===== config.mk =====
export PLATFORM = sky130hd
export DESIGN_NAME = tt_seq_addsub_acc_flat
export DESIGN_NICKNAME = d
export VERILOG_FILES = /design/src/rtl/tt_seq_addsub_acc_if.sv /design/src/rtl/tt_seq_addsub_acc.sv /design/src/flat_wrapper.sv
export SDC_FILE = /design/constraint.sdc
export NUM_CORES = 1
export LEC_CHECK = 0
export CAP_MARGIN = 20
export CELL_PAD_IN_SITES_DETAIL_PLACEMENT = 0
export CELL_PAD_IN_SITES_GLOBAL_PLACEMENT = 1
export CORE_ASPECT_RATIO = 1.5
export CORE_MARGIN = 4
export CORE_UTILIZATION = 43
export DETAILED_ROUTE_END_ITERATION = 8
export HOLD_SLACK_MARGIN = 0.15
export MAX_ROUTING_LAYER = met4
export PLACE_DENSITY_LB_ADDON = 0.1
export SYNTH_ARGS = -nofsm -noshare
export SYNTH_HDL_FRONTEND = slang
export SYNTH_SLANG_ARGS = --single-unit

===== constraint.sdc =====
create_clock -name clk -period 3.15 [get_ports clk]
set_input_delay 0.63 -clock clk [delete_from_list [all_inputs] [get_ports clk]]
set_output_delay 0.63 -clock clk [all_outputs]
set_load 0.02 [all_outputs]

===== src/rtl/tt_seq_addsub_acc_if.sv =====
// Request/result bundle for the slice-serial adder/subtractor core.
// The core connects through the slave modport; the requester uses master.
interface tt_seq_addsub_acc_if #(
  parameter int WIDTH = 16
);
  logic             in_valid;
  logic             in_ready;
  logic [WIDTH-1:0] op_a;
  logic [WIDTH-1:0] op_b;
  logic             carry_in;
  logic             sub;
  logic             acc;
  logic             acc_clr;
  logic             out_valid;
  logic             out_ready;
  logic [WIDTH-1:0] sum;
  logic             carry_out;
  logic             overflow;
  logic             busy;

  modport slave (
    input  in_valid, op_a, op_b, carry_in, sub, acc, acc_clr, out_ready,
    output in_ready, out_valid, sum, carry_out, overflow, busy
  );

  modport master (
    output in_valid, op_a, op_b, carry_in, sub, acc, acc_clr, out_ready,
    input  in_ready, out_valid, sum, carry_out, overflow, busy
  );
endinterface


===== src/rtl/tt_seq_addsub_acc.sv =====
// Slice-serial adder/subtractor with running accumulator.
// Operands are shifted right SLICE bits per RUN cycle; the result is
// shifted in from the top of a working register and copied to the
// visible outputs only when the last slice completes.
//
// state  | meaning
// -------+-----------------------------------------------
// IDLE   | waiting for a request, in_ready high
// RUN    | one slice per cycle, LSB slice first
// DONE   | result presented, waiting for out_ready
module tt_seq_addsub_acc #(
  parameter int WIDTH = 16,
  parameter int SLICE = 4
) (
  input  logic                 clk,
  input  logic                 rst,
  tt_seq_addsub_acc_if.slave   bus
);

  localparam int NSL = WIDTH / SLICE;
  localparam int CW  = (NSL > 1) ? $clog2(NSL) : 1;

  localparam logic [1:0] S_IDLE = 2'd0;
  localparam logic [1:0] S_RUN  = 2'd1;
  localparam logic [1:0] S_DONE = 2'd2;

  generate
    if ((WIDTH % SLICE) != 0) begin : g_bad_slice
      $error("tt_seq_addsub_acc: WIDTH must be a multiple of SLICE");
    end
  endgenerate

  logic [1:0]       r_state;
  logic [CW-1:0]    r_cnt;
  logic [WIDTH-1:0] r_a;
  logic [WIDTH-1:0] r_bx;
  logic             r_c;
  logic             r_a_msb;
  logic             r_bx_msb;
  logic [WIDTH-1:0] r_work;
  logic [WIDTH-1:0] r_sum;
  logic             r_cout;
  logic             r_ovf;
  logic [WIDTH-1:0] r_acc;
  logic             r_out_valid;

  logic [WIDTH-1:0] w_a_sel;
  logic [WIDTH-1:0] w_bx;
  logic [SLICE:0]   w_slice_sum;
  logic [WIDTH-1:0] w_work_next;
  logic             w_last;

  // A clear in the accept cycle wins over the stored accumulator value.
  assign w_a_sel = bus.acc ? (bus.acc_clr ? '0 : r_acc) : bus.op_a;
  assign w_bx    = bus.sub ? ~bus.op_b : bus.op_b;

  assign w_slice_sum = {1'b0, r_a[SLICE-1:0]} + {1'b0, r_bx[SLICE-1:0]}
                     + {{SLICE{1'b0}}, r_c};
  assign w_work_next = (r_work >> SLICE)
                     | (WIDTH'(w_slice_sum[SLICE-1:0]) << (WIDTH - SLICE));
  assign w_last      = (r_cnt == CW'(NSL - 1));

  assign bus.in_ready  = (r_state == S_IDLE);
  assign bus.busy      = (r_state != S_IDLE);
  assign bus.out_valid = r_out_valid;
  assign bus.sum       = r_sum;
  assign bus.carry_out = r_cout;
  assign bus.overflow  = r_ovf;

  // Sequencer, slice datapath and result/accumulator registers.
  always_ff @(posedge clk) begin
    if (rst) begin
      r_state     <= S_IDLE;
      r_cnt       <= '0;
      r_a         <= '0;
      r_bx        <= '0;
      r_c         <= 1'b0;
      r_a_msb     <= 1'b0;
      r_bx_msb    <= 1'b0;
      r_work      <= '0;
      r_sum       <= '0;
      r_cout      <= 1'b0;
      r_ovf       <= 1'b0;
      r_acc       <= '0;
      r_out_valid <= 1'b0;
    end else begin
      case (r_state)
        S_IDLE: begin
          if (bus.acc_clr) r_acc <= '0;
          if (bus.in_valid) begin
            r_a      <= w_a_sel;
            r_a_msb  <= w_a_sel[WIDTH-1];
            r_bx     <= w_bx;
            r_bx_msb <= w_bx[WIDTH-1];
            r_c      <= bus.sub ^ bus.carry_in;
            r_cnt    <= '0;
            r_state  <= S_RUN;
          end
        end
        S_RUN: begin
          r_a    <= r_a >> SLICE;
          r_bx   <= r_bx >> SLICE;
          r_c    <= w_slice_sum[SLICE];
          r_work <= w_work_next;
          r_cnt  <= r_cnt + 1'b1;
          if (w_last) begin
            r_sum       <= w_work_next;
            r_cout      <= w_slice_sum[SLICE];
            r_ovf       <= (r_a_msb == r_bx_msb) & (w_work_next[WIDTH-1] != r_a_msb);
            r_acc       <= w_work_next;
            r_out_valid <= 1'b1;
            r_state     <= S_DONE;
          end
        end
        S_DONE: begin
          if (bus.out_ready) begin
            r_out_valid <= 1'b0;
            r_state     <= S_IDLE;
          end
        end
        default: r_state <= S_IDLE;
      endcase
    end
  end

endmodule


===== src/flat_wrapper.sv =====
// flat-port wrapper written by rule: the top's interface ports become plain ports
module tt_seq_addsub_acc_flat 
#(
  parameter int WIDTH = 16,
  parameter int SLICE = 4
)
  (clk, rst, bus_in_valid, bus_op_a, bus_op_b, bus_carry_in, bus_sub, bus_acc, bus_acc_clr, bus_out_ready, bus_in_ready, bus_out_valid, bus_sum, bus_carry_out, bus_overflow, bus_busy);
  tt_seq_addsub_acc_if #(.WIDTH(WIDTH)) bus_i ();
  input  logic clk;
  input  logic rst;
  input wire logic [$bits(bus_i.in_valid)-1:0] bus_in_valid;
  input wire logic [$bits(bus_i.op_a)-1:0] bus_op_a;
  input wire logic [$bits(bus_i.op_b)-1:0] bus_op_b;
  input wire logic [$bits(bus_i.carry_in)-1:0] bus_carry_in;
  input wire logic [$bits(bus_i.sub)-1:0] bus_sub;
  input wire logic [$bits(bus_i.acc)-1:0] bus_acc;
  input wire logic [$bits(bus_i.acc_clr)-1:0] bus_acc_clr;
  input wire logic [$bits(bus_i.out_ready)-1:0] bus_out_ready;
  output wire logic [$bits(bus_i.in_ready)-1:0] bus_in_ready;
  output wire logic [$bits(bus_i.out_valid)-1:0] bus_out_valid;
  output wire logic [$bits(bus_i.sum)-1:0] bus_sum;
  output wire logic [$bits(bus_i.carry_out)-1:0] bus_carry_out;
  output wire logic [$bits(bus_i.overflow)-1:0] bus_overflow;
  output wire logic [$bits(bus_i.busy)-1:0] bus_busy;
  assign bus_i.in_valid = bus_in_valid;
  assign bus_i.op_a = bus_op_a;
  assign bus_i.op_b = bus_op_b;
  assign bus_i.carry_in = bus_carry_in;
  assign bus_i.sub = bus_sub;
  assign bus_i.acc = bus_acc;
  assign bus_i.acc_clr = bus_acc_clr;
  assign bus_i.out_ready = bus_out_ready;
  assign bus_in_ready = bus_i.in_ready;
  assign bus_out_valid = bus_i.out_valid;
  assign bus_sum = bus_i.sum;
  assign bus_carry_out = bus_i.carry_out;
  assign bus_overflow = bus_i.overflow;
  assign bus_busy = bus_i.busy;
  tt_seq_addsub_acc #(.WIDTH(WIDTH), .SLICE(SLICE)) u_core (.clk(clk), .rst(rst), .bus(bus_i));
endmodule

==> impl_metrics.env <==
export IMPL_drv_slew=0
export IMPL_synth_area_leaders="dfxtp_1 (46%), a21oi_1 (7.2%), nand2_1 (7.1%)"
export IMPL_drt_first_iter_violations=244
export IMPL_syn_area_um2=3740
export IMPL_start_util_pct=44.2
export IMPL_power_density_nw_per_um2=514
export IMPL_cts_resized=0
export IMPL_clk_latency_ns=0.33
export IMPL_cts_tree="built"
export IMPL_async_flop_share_pct=0
export IMPL_finalWorstSetupSlack_ns=0.588
export IMPL_r2r_end="u_core.bus.carry_out"
export IMPL_maxSlewHeadroom_pct=51.8
export IMPL_tightest_slew_ns=0.721
export IMPL_grt_util_met2_pct=34.4
export IMPL_fin_worst_skew_ns=0.00470
export IMPL_cts_root_buf="clkbuf_16"
export IMPL_synth_edf_count=0
export IMPL_finalSetupViolations=0
export IMPL_nets=535
export IMPL_grt_pass1_wl_mm=15.7
export IMPL_cp_depth=3
export IMPL_irDropWorstVdd_v=0.000327
export IMPL_synthXorXnorAreaFrac_pct=4.21
export IMPL_yosysTopAreaCellShare_pct=46.0
export IMPL_cp_max_fo=21
export IMPL_crit_required_ns=2.52
export IMPL_port_buffers=60
export IMPL_ctsLongestPathBuffers=2
export IMPL_gr_total_overflow=0
export IMPL_synth_fa_ha_area_share_pct=2.41
export IMPL_synth_top_family_by_area="compound AO/OA/AOI/OAI gates"
export IMPL_yosys_warnings=0
export IMPL_crit_chain="nor2_1 -> inv_1 -> clkdlybuf4s50_1"
export IMPL_avgSynthCellArea_um2=8.43
export IMPL_coreArea_um2=8460
export IMPL_met1_usage_pct=23.1
export IMPL_holdCritPathClass="flop to flop"
export IMPL_antenna_cells=0
export IMPL_synth_seq_cells=86
export IMPL_yosys_area_top_type="dfxtp_1"
export IMPL_clock_sinks=86
export IMPL_grt_pass1_vias=3038
export IMPL_worst_r2r_startpoint="u_core.r_state[1]"
export IMPL_critical_path_max_stage_delay_ns=0.75
export IMPL_r2r_slack_ns=1.14
export IMPL_finalCriticalPeriod_ns=2.56
export IMPL_post_cts_setup_buffers=0
export IMPL_slowest_stage="dfxtp_1"
export IMPL_dpl_hpwl_mm=6.58
export IMPL_drc_errors=0
export IMPL_leakage_uw=0.00171
export IMPL_grtUsageMet3_pct=2.35
export IMPL_wl_mm=9.61
export IMPL_dr_pass1_iters=7
export IMPL_yosys_area_share_simple_pct=19.1
export IMPL_wire_per_inst_um=16.0
export IMPL_cp_endpoint="bus_busy"
export IMPL_layout_common_cells="dfxtp_1 (86), nand2_1 (71), clkdlybuf4s50_1 (59)"
export IMPL_synth_cells=444
export IMPL_syn_nets=490
export IMPL_hold_depth=2
export IMPL_place_area_um2=4380
export IMPL_rows=41
export IMPL_area_delta_synth_final_pct=24.0
export IMPL_critical_path_top_delay_family="flip-flops"
export IMPL_worstSetupStartpoint="u_core.r_state[1]"
export IMPL_placedCellCount=585
export IMPL_start_kind="flop"
export IMPL_grt_use_total_pct=19.8
export IMPL_path_buf_inv=2
export IMPL_die_w_um=84.2
export IMPL_drive_above_1_share_pct=5.47
export IMPL_top_usage_layer="met2"
export IMPL_die_h_um=122
export IMPL_synth_ff_type="dfxtp_1"
export IMPL_fmax_mhz=390
export IMPL_cts_made_buffers=9
export IMPL_place_ws_ns=0.896
export IMPL_ios=61
export IMPL_htree_levels=3
export IMPL_postCtsHoldBufs=0
export IMPL_antenna_found_initial=0
export IMPL_via_per_inst=5.31
export IMPL_final_common_cell="dfxtp_1"
export IMPL_critPathKind="flop to primary output"
export IMPL_fin_setup_tns_ns=0
export IMPL_cp_arrival_ns=1.93
export IMPL_finalHoldViolCount=0
export IMPL_dieArea_um2=10300
export IMPL_fin_cells=601
export IMPL_place_congestion=0.806
export IMPL_synth_cell_types=37
export IMPL_clk_pin_slew_ns=0.06
export IMPL_stdcell_area_um2=4640
export IMPL_rsz0062_at_grt="no"
export IMPL_via_count=3189
export IMPL_ff2ff_path_depth=5
export IMPL_period_share_pct=81.3
export IMPL_nFillCells=822
export IMPL_antenna_left=0
export IMPL_maxCapViolations=0
export IMPL_critical_path_endpoint_type="primary output"
export IMPL_seq_area_frac_synth_pct=46.0
export IMPL_outcome="finished clean"
export IMPL_synth_compound_area_share_pct=21.1
export IMPL_grt_max_degree=87
export IMPL_synth_mux_area_share_pct=0.268
-- per-layer routing --
layer | vias up | wire (um)
met5 | - | 0
li1 | 1610 | -
met4 | 0 | 231
met3 | 15 | 354
met2 | 82 | 5030
met1 | 1482 | 3990
-- metrics by stage --
stage	hold slack [ns]	utilization [%]	total power (uW)
final	0.452	54.8	2390
after global routing	0.475	54.8	2480
after CTS	0.454	54.8	2410
after detailed placement	0.447	51.7	1460
after global placement	0.442	51.7	1450
after floorplan	0.436	-	1350
-- worst min-delay path by stage --
| stage | startpoint | end | slack [ns] |
|---|---|---|---|
| 2_1_floorplan | u_core.r_acc[0] | u_core.r_acc[0] | 0.44 |
| 3_3_place_gp | u_core.bus.sum[15] | u_core.bus.sum[15] | 0.44 |
| 3_5_place_dp | u_core.r_work[7] | u_core.r_work[7] | 0.45 |
| 4_1_cts | u_core.r_work[7] | u_core.r_work[7] | 0.45 |
| 5_1_grt | u_core.r_work[7] | u_core.r_work[7] | 0.48 |
| 6_report | u_core.bus.sum[1] | u_core.bus.sum[1] | 0.45 |
-- Yosys cell counts (5+ instances only) --
master and number:
a222oi_1 12, nand2b_1 5, nand2_1 71, inv_1 20
buf_4 7, nor2_1 42, nand3_1 8, buf_2 11
dfxtp_1 86, xor2_1 17, a21oi_1 54, nand3b_1 16
a2bb2oi_1 12, a22oi_1 14, clkbuf_1 17, o21ai_0 16
-- cell type report --
| type | instances | area (um2) | area share (%) |
|---|---|---|---|
| multi-input cells | 302 | 1760 | 38.0 |
| flip-flops and latches | 86 | 1720 | 37.1 |
| repair buffers | 70 | 683 | 14.7 |
| clock buffers | 15 | 258 | 5.56 |
| well taps | 107 | 134 | 2.89 |
| inverters | 20 | 75.1 | 1.62 |
| clock inverters | 1 | 5.00 | 0.108 |
-- worst register-to-register path: cells and delay by family (launching register included) --
kind / cells / cell delay, ns
DFF: 1 / 0.52
and+or+nand+nor: 4 / 1.06
buffers and inverters: 1 / 0.30
-- power by group --
part           internal (uW)  switching (uW)
registers               1120            22.4
clock network            556             398
logic                    132             155
total                   1810             575
-- flip-flops by register name, summed over array words and instances, names as in the netlist --
signal,count
u_core.r_a,16
u_core.r_bx,16
u_core.bus.out_valid,1
u_core.bus.overflow,1
u_core.r_work,12
u_core.r_state,2
u_core.bus.sum,16
u_core.r_cnt,2
u_core.r_c,1
u_core.r_bx_msb,1
u_core.r_acc,16
u_core.bus.carry_out,1
u_core.r_a_msb,1
-- cells by family after synthesis --
family | count (synthesis)
compound gates | 121
xor+xnor | 18
fa+ha+maj | 6
buf+inv | 56
flops | 86
mux | 1
simple gates | 156
Note: power is estimated with default switching activity, not from simulation.
==> edit (same settings) <==
`WIDTH` is set to 16 in 3 places; all go to 8.
--- a/src/rtl/tt_seq_addsub_acc_if.sv
+++ b/src/rtl/tt_seq_addsub_acc_if.sv
@@ -3,3 +3,3 @@
 interface tt_seq_addsub_acc_if #(
-  parameter int WIDTH = 16
+  parameter int WIDTH = 8
 );
--- a/src/rtl/tt_seq_addsub_acc.sv
+++ b/src/rtl/tt_seq_addsub_acc.sv
@@ -11,3 +11,3 @@
 module tt_seq_addsub_acc #(
-  parameter int WIDTH = 16,
+  parameter int WIDTH = 8,
   parameter int SLICE = 4
--- a/src/flat_wrapper.sv
+++ b/src/flat_wrapper.sv
@@ -3,3 +3,3 @@
 #(
-  parameter int WIDTH = 16,
+  parameter int WIDTH = 8,
   parameter int SLICE = 4
Interface: changed (resized bus_op_a, bus_op_b and bus_sum); port bits go from 61 to 37. The function was not compared with the original's and may differ.
==> edit against the original RTL <==
Maximum frequency up 6.4%. Synthesized area down 46%. Design area down 45%. Non-clock buffer count down 28. Die area down 43%. Worst setup slack better by 0.15 ns. Wire length down 52%. Register-to-register slack worse by 0.03 ns. Sequential cell count down 41. Critical path depth unchanged. Total power down 50%. Critical path type unchanged. Largest power group unchanged.
==> edit: results <==
group,metric,value,unit
critical_path,critPathLaunch,"u_core.r_state[0]$_SDFFE_PP0P_",
sta,timing.slew.headroom,51.3,%
placed_design,dp_hpwl,3.34,mm
placed_design,postPlaceCellArea,2430,um2
synth,synth_seq_cells,45,
clocking,cts_root_buffer,"clkbuf_8",
final_layout,clkbuf_count,7,
min_path,min_from,"u_core.bus.sum[2]$_SDFFE_PP0P_",
min_path,worstHoldEndpoint,"u_core.bus.sum[2]$_SDFFE_PP0P_",
final_layout,layout.cells.non_filler,332,
routing,wirelength,4.60,mm
placed_design,dp_cells,324,
synth,synth.top_cells.by_count,"dfxtp_1, nand2_1, a21oi_1",
routing,wl_met3,241,um
clocking,numCtsBuffers,5,
synth,synthTopCellsByArea,"dfxtp_1, a21oi_1, nand2_1, xor2_1, nor2_1",
final_layout,fill_cells,440,
final_layout,clock_area_share,4.00,%
pwr,p_total,0.00119,W
final_layout,regArea,901,um2
synth,synth-seq-area-share,44.8,%
placed_design,port_buffers,36,
global_route,grt_max_degree,20,
routing,wl_met1,2.04,mm
pwr,comb_cell_power,0.000191,W
final_layout,inverters,3,
sta,whs,0.456,ns
critical_path,reg2reg_depth,6,
critical_path,cp_max_fo,15,
clocking,insertion_delay,0.29,ns
routing,met2_length,2.27,mm
sta,finClkSkew,0.00285,ns
final_layout,nets,296,
pwr,seq_power_share,51.7,%
routing,first_pass_iters,4,
critical_path,cp_slowest_stage_delay,0.66,ns
clocking,path_clk_slew,0.08,ns
status,status,"completed",
pwr,power_leakage,0.958,nW
==> edit: cell types whose count changed after synthesis, moves of 8 or more <==
cell | unedited run | this run
inv_1 | 20 | 3
a21oi_1 | 54 | 34
xor2_1 | 17 | 9
a222oi_1 | 12 | 4
dfxtp_1 | 86 | 45
nand2_1 | 71 | 37
o21ai_0 | 16 | 4
a2bb2oi_1 | 12 | 4
nor2_1 | 42 | 17
nand3b_1 | 16 | 3
a22oi_1 | 14 | 4
buf_2 | 11 | 2
==> edit: cell families (layout without fill, tap and decap cells) <==
family	count (synthesis)	after routing	share of synthesized area, %
AO/OA/AOI/OAI	67	67	21.8
XOR/XNOR	10	10	4.36
adder cells (fa/ha/maj)	5	5	3.86
buffers and inverters	18	53	3.67
flip-flops	45	45	44.8
multiplexers	1	1	0.498
AND/OR/NAND/NOR	87	87	21.0
==> edit: routing by layer <==
metal / up-vias / track usage, %
li1: 879 / -
met5: - / -
met4: 0 / 6.13
met2: 46 / 28.9
met1: 779 / 20.9
met3: 4 / 3.06
